===== src/rtl/resistor_capacitor_low_pass_filter_oversampled.sv =====
// First-order RC low-pass filter, y += alpha*(x - y), run OVERSAMPLE times per
// audio sample with the input linearly interpolated between the previous and
// current sample. One multiply path serves every sub-step, using the idle
// clocks between audio_clk_en strobes.
//
// state  | meaning
// -------+-------------------------------------------------------------
// S_IDLE | waiting for audio_clk_en; out holds the last filtered value
// S_STEP | one sub-step per clock; out updates on the last sub-step
module resistor_capacitor_low_pass_filter_oversampled #(
    parameter int CLOCK_RATE   = 50000000,
    parameter int SAMPLE_RATE  = 48000,
    parameter int R            = 10000,
    parameter int C_35_SHIFTED = 344,
    parameter int OVERSAMPLE   = 8
) (
    input  logic        i_clk,
    input  logic        i_reset,
    input  logic        i_audio_clk_en,
    input  logic [15:0] i_in,
    output logic [15:0] o_out,
    output logic        o_busy,
    output logic        o_overrun
);

    localparam longint DELTA_T_32 = (64'sd1 <<< 32) / (longint'(SAMPLE_RATE) * OVERSAMPLE);
    localparam longint RC_32      = (longint'(R) * C_35_SHIFTED) >>> 3;
    localparam longint ALPHA_16   = (DELTA_T_32 <<< 16) / (RC_32 + DELTA_T_32);
    localparam int     LOG2_OS    = $clog2(OVERSAMPLE);
    localparam logic signed [17:0] ALPHA_C = 18'(ALPHA_16);
    localparam logic [5:0]         K_LAST  = 6'(OVERSAMPLE - 1);

    // Sub-steps must fit between strobes, and the interpolation relies on a shift.
    if (OVERSAMPLE < 1 || OVERSAMPLE > 64 ||
        OVERSAMPLE > CLOCK_RATE / SAMPLE_RATE - 1 ||
        (OVERSAMPLE & (OVERSAMPLE - 1)) != 0) begin : g_bad_oversample
        $error("OVERSAMPLE must be a power of two in 1..64 and below CLOCK_RATE/SAMPLE_RATE");
    end

    typedef enum logic {S_IDLE, S_STEP} state_t;

    state_t             r_state;
    state_t             w_next_state;
    logic signed [31:0] r_acc;
    logic signed [15:0] r_cur;
    logic signed [15:0] r_prev;
    logic        [5:0]  r_k;
    logic        [15:0] r_out;
    logic               r_overrun;

    logic               w_load;
    logic               w_step;
    logic               w_last;
    logic               w_ovr;
    logic signed [16:0] w_diff;
    logic signed [7:0]  w_kp1;
    logic signed [24:0] w_scaled;
    logic signed [17:0] w_interp;
    logic signed [17:0] w_x;
    logic signed [34:0] w_err;
    logic signed [52:0] w_prod;
    logic signed [31:0] w_acc_next;
    logic signed [16:0] w_q;
    logic        [15:0] w_sat;

    // State register; reset abandons any sub-steps in progress.
    always_ff @(posedge i_clk) begin
        if (i_reset) r_state <= S_IDLE;
        else         r_state <= w_next_state;
    end

    // Next state and per-cycle control strobes.
    always_comb begin
        w_next_state = r_state;
        w_load       = 1'b0;
        w_step       = 1'b0;
        w_last       = 1'b0;
        w_ovr        = 1'b0;
        case (r_state)
            S_IDLE: begin
                if (i_audio_clk_en) begin
                    w_load       = 1'b1;
                    w_next_state = S_STEP;
                end
            end
            S_STEP: begin
                if (i_audio_clk_en) begin
                    // A strobe while busy restarts the sweep from the new pair; acc is kept.
                    w_load = 1'b1;
                    w_ovr  = 1'b1;
                end else begin
                    w_step = 1'b1;
                    if (r_k == K_LAST) begin
                        w_last       = 1'b1;
                        w_next_state = S_IDLE;
                    end
                end
            end
            default: w_next_state = S_IDLE;
        endcase
    end

    // Shared datapath: interpolated input, one filter update, rounded/saturated output.
    always_comb begin
        w_diff     = {r_cur[15], r_cur} - {r_prev[15], r_prev};
        w_kp1      = $signed({2'b00, r_k}) + 8'sd1;
        w_scaled   = 25'(w_diff) * 25'(w_kp1);
        w_interp   = 18'($signed({{2{r_prev[15]}}, r_prev}) + (w_scaled >>> LOG2_OS));
        w_x        = (r_k == K_LAST) ? $signed({{2{r_cur[15]}}, r_cur}) : w_interp;
        w_err      = $signed({w_x[17], w_x, 16'h0000}) - $signed({{3{r_acc[31]}}, r_acc});
        w_prod     = 53'(ALPHA_C) * 53'(w_err);
        w_acc_next = 32'(r_acc + (w_prod >>> 16));
        w_q        = 17'(($signed({w_acc_next[31], w_acc_next}) + 33'sd32768) >>> 16);
        if (w_q > 17'sd32767)       w_sat = 16'h7FFF;
        else if (w_q < -17'sd32768) w_sat = 16'h8000;
        else                        w_sat = w_q[15:0];
    end

    // Sample capture, accumulator, sub-step counter and registered outputs.
    always_ff @(posedge i_clk) begin
        if (i_reset) begin
            r_acc     <= '0;
            r_cur     <= '0;
            r_prev    <= '0;
            r_k       <= '0;
            r_out     <= '0;
            r_overrun <= 1'b0;
        end else begin
            r_overrun <= w_ovr;
            if (w_load) begin
                r_prev <= r_cur;
                r_cur  <= $signed(i_in);
                r_k    <= '0;
            end else if (w_step) begin
                r_acc <= w_acc_next;
                r_k   <= r_k + 6'd1;
                if (w_last) r_out <= w_sat;
            end
        end
    end

    assign o_out     = r_out;
    assign o_busy    = (r_state == S_STEP);
    assign o_overrun = r_overrun;

endmodule

===== config.mk =====
export PLATFORM = sky130hd
export DESIGN_NAME = resistor_capacitor_low_pass_filter_oversampled
export DESIGN_NICKNAME = d
export VERILOG_FILES = /design/src/rtl/resistor_capacitor_low_pass_filter_oversampled.sv
export SDC_FILE = /design/constraint.sdc
export NUM_CORES = 1
export LEC_CHECK = 0
export BUFFER_PORTS_ARGS = -buffer_cell sky130_fd_sc_hd__buf_2
export CAP_MARGIN = 20
export CORE_MARGIN = 3
export CORE_UTILIZATION = 48
export DETAILED_ROUTE_END_ITERATION = 10
export HOLD_SLACK_MARGIN = 0.06
export PLACE_DENSITY = 0.6
export SYNTH_ARGS = -nofsm -noshare
export SYNTH_HDL_FRONTEND = slang
export SYNTH_SLANG_ARGS = --single-unit

===== constraint.sdc =====
create_clock -name i_clk -period 17.9 [get_ports i_clk]
set_clock_uncertainty 0.15 [all_clocks]
set_input_delay 5.37 -clock i_clk [delete_from_list [all_inputs] [get_ports i_clk]]
set_output_delay 5.37 -clock i_clk [all_outputs]
set_load 0.01 [all_outputs]

==> flow_summary.json <==
{
  "status": "finished, final reports clean",
  "period_minus_slack_ps": 16850,
  "rsz0062_at_grt": "no",
  "row_count": 74,
  "critPathMaxStageDelay_ps": 540,
  "ys_top_cells_by_area": "fa_1 (27%), ha_1 (18%), inv_1 (11%)",
  "critPathMostFrequentCell": "fa_1",
  "avgSynthCellArea_sq_um": 8.361,
  "max-slew-margin-rel_pct": 33.51,
  "ant_nets": 0,
  "route.detailed.drc": 0,
  "layout.nets": 3075,
  "routabilityCongestion": 0.9071,
  "ctsHoldBuffers": 0,
  "synth_edf_count": 0,
  "drive_gt1_share_pct": 6.095,
  "start_util_pct": 49.27,
  "tns_ps": 0,
  "wire_per_inst_um": 16.45,
  "grt_pass1_wl_um": 84300,
  "postSynthCellCount": 2439,
  "critPathKind": "flip-flop to flip-flop",
  "root_buffer": "clkbuf_16",
  "hold_violations": 0,
  "area_growth_pct": 7.013,
  "drv_cap": 0,
  "clk_pin_slew_ps": 70,
  "die_h_um": 212.1,
  "finalCritPeriodShare_pct": 94.12,
  "clock_latency_ps": 380,
  "ys_ff_latch": 88,
  "worstSetupStartpointType": "flip-flop",
  "tightest_slew_ps": 997.4,
  "yosys_warnings": 0,
  "worst_setup_path_end_kind": "flip-flop",
  "grt_usage_pct": 23.27,
  "slowest_stage": "fa_1",
  "grt_pass1_vias": 16140,
  "num_io_pins": 37,
  "clockBufferDepth": 2,
  "slew_violations": 0,
  "worst_hold_startpoint": "r_acc[31]$_SDFFE_PP0P_",
  "core_area_sq_um": 41390,
  "setup_ws_ps": 1053,
  "mostFrequentLayoutCells": "inv_1 (573), ha_1 (290), fa_1 (277)",
  "fmax_mhz": 59.36,
  "yosysSeqAreaShare_pct": 8.639,
  "routed_wl_um": 49770,
  "worstSetupStartpoint": "r_cur[0]$_SDFFE_PP0P_",
  "vias": 16030,
  "hp-class": "flip-flop to flip-flop",
  "syn_area_sq_um": 20390,
  "htreeDepth": 3,
  "ys_async_sr_fraction_pct": 0,
  "synth.distinct_cells": 78,
  "die-area_sq_um": 44990,
  "crit_path_max_fanout": 10,
  "cts_buffers": 9,
  "die_w_um": 212.1,
  "cts_sinks": 88,
  "required_ps": 18040,
  "hpwl_um": 42510,
  "grt_max_degree": 84,
  "synth_top_area_share_pct": 27.19,
  "drtPass1Iterations": 6,
  "avgViaCountPerCell": 5.296,
  "dp_slack_ps": 524.5,
  "crit_arrival_ps": 16990,
  "setup_violations": 0,
  "antenna_found_initial": 0,
  "port_buffers": 36,
  "rr_startpoint": "r_cur[0]$_SDFFE_PP0P_",
  "synth_top_area_cell": "fa_1",
  "gr-total-overflow": 0,
  "synth_flop_cell": "dfxtp_1",
  "final_common_cell": "inv_1",
  "cts_tree": "done",
  "postLayoutCoreUtil_pct": 52.73,
  "drt_iter0_drc": 902,
  "diodes": 0
}
==> cell families after synthesis <==
kind of cell | share of synthesized area, %
AO/OA/AOI/OAI | 12.32
XOR/XNOR | 7.430
adder cells (fa/ha/maj) | 44.99
buffers and inverters | 11.41
flip-flops | 8.639
multiplexers | 2.104
other | 0.01839
AND/OR/NAND/NOR | 13.09
==> per-layer routing <==
metal | up-vias | share of wire [%] | GRT usage, %
li1 | 7891 | - | -
met1 | 7768 | 51 | 35.83
met2 | 322 | 43 | 35.55
met3 | 46 | 4.4 | 3.172
met4 | 0 | 1.1 | 3.418
met5 | - | 0 | 0
==> through the flow <==
step | hold slack [ps] | std cells | cell area [sq um]
after floorplan | 286.3 | 2440 | 20400
after global placement | 300.9 | 2999 | 21360
after detailed placement | 315.8 | 3000 | 21360
after CTS | 328.5 | 3016 | 21660
after global routing | 366.1 | 3026 | 21820
final | 330.7 | 3026 | 21820
==> layout make-up <==
cell class	instances	area [sq um]
clock buffers	9	225.2
clock inverters	7	73.82
inverters	573	2151
fillers	3975	19570
repair buffers	84	540.5
well taps	532	665.6
flip-flops and latches	88	1762
multi-input cells	1733	16400
==> worst max-delay path: cells and delay by family (launching register included) <==
family                   cells  cell delay (ps)
AO/OA/AOI/OAI               20             4680
buffers and inverters        7              520
XOR/XNOR                     7             1580
adder cells (fa/ha/maj)     15             6070
AND/OR/NAND/NOR             13             2510
multiplexers                 3              890
flip-flops                   1              360
==> cell usage after synthesis, drive strengths merged, types with 41 or more instances <==
cell	number
inv	573
xor2	56
clkbuf	42
a21oi	130
nor2	227
o21ai	62
dfxtp	88
ha	290
nand2	143
xnor2	111
a21o	41
fa	277
==> final timing paths <==
path / to / slack, ps / cells past startpoint
max: o_out[12]$_SDFFE_PP0P_ / 1050 / 65
min: r_acc[31]$_SDFFE_PP0P_ / 330 / 2
max reg2reg: o_out[12]$_SDFFE_PP0P_ / 1050 / 65
min reg2reg: r_acc[31]$_SDFFE_PP0P_ / 330 / 2
==> flip-flops by register name, summed over array words and instances, names as in the netlist <==
signal     count
r_acc         32
o_out         16
r_cur         16
r_prev        16
r_k            6
o_busy         1
o_overrun      1
==> timing repair <==
item	CTS	global route
resized for setup	0	17
buffers inserted	0	9
endpoints found under the setup margin	0	16
Power is left out: the tool's default activity adds up to more than one toggle a clock period on the data nets, which glitch-free logic cannot reach.
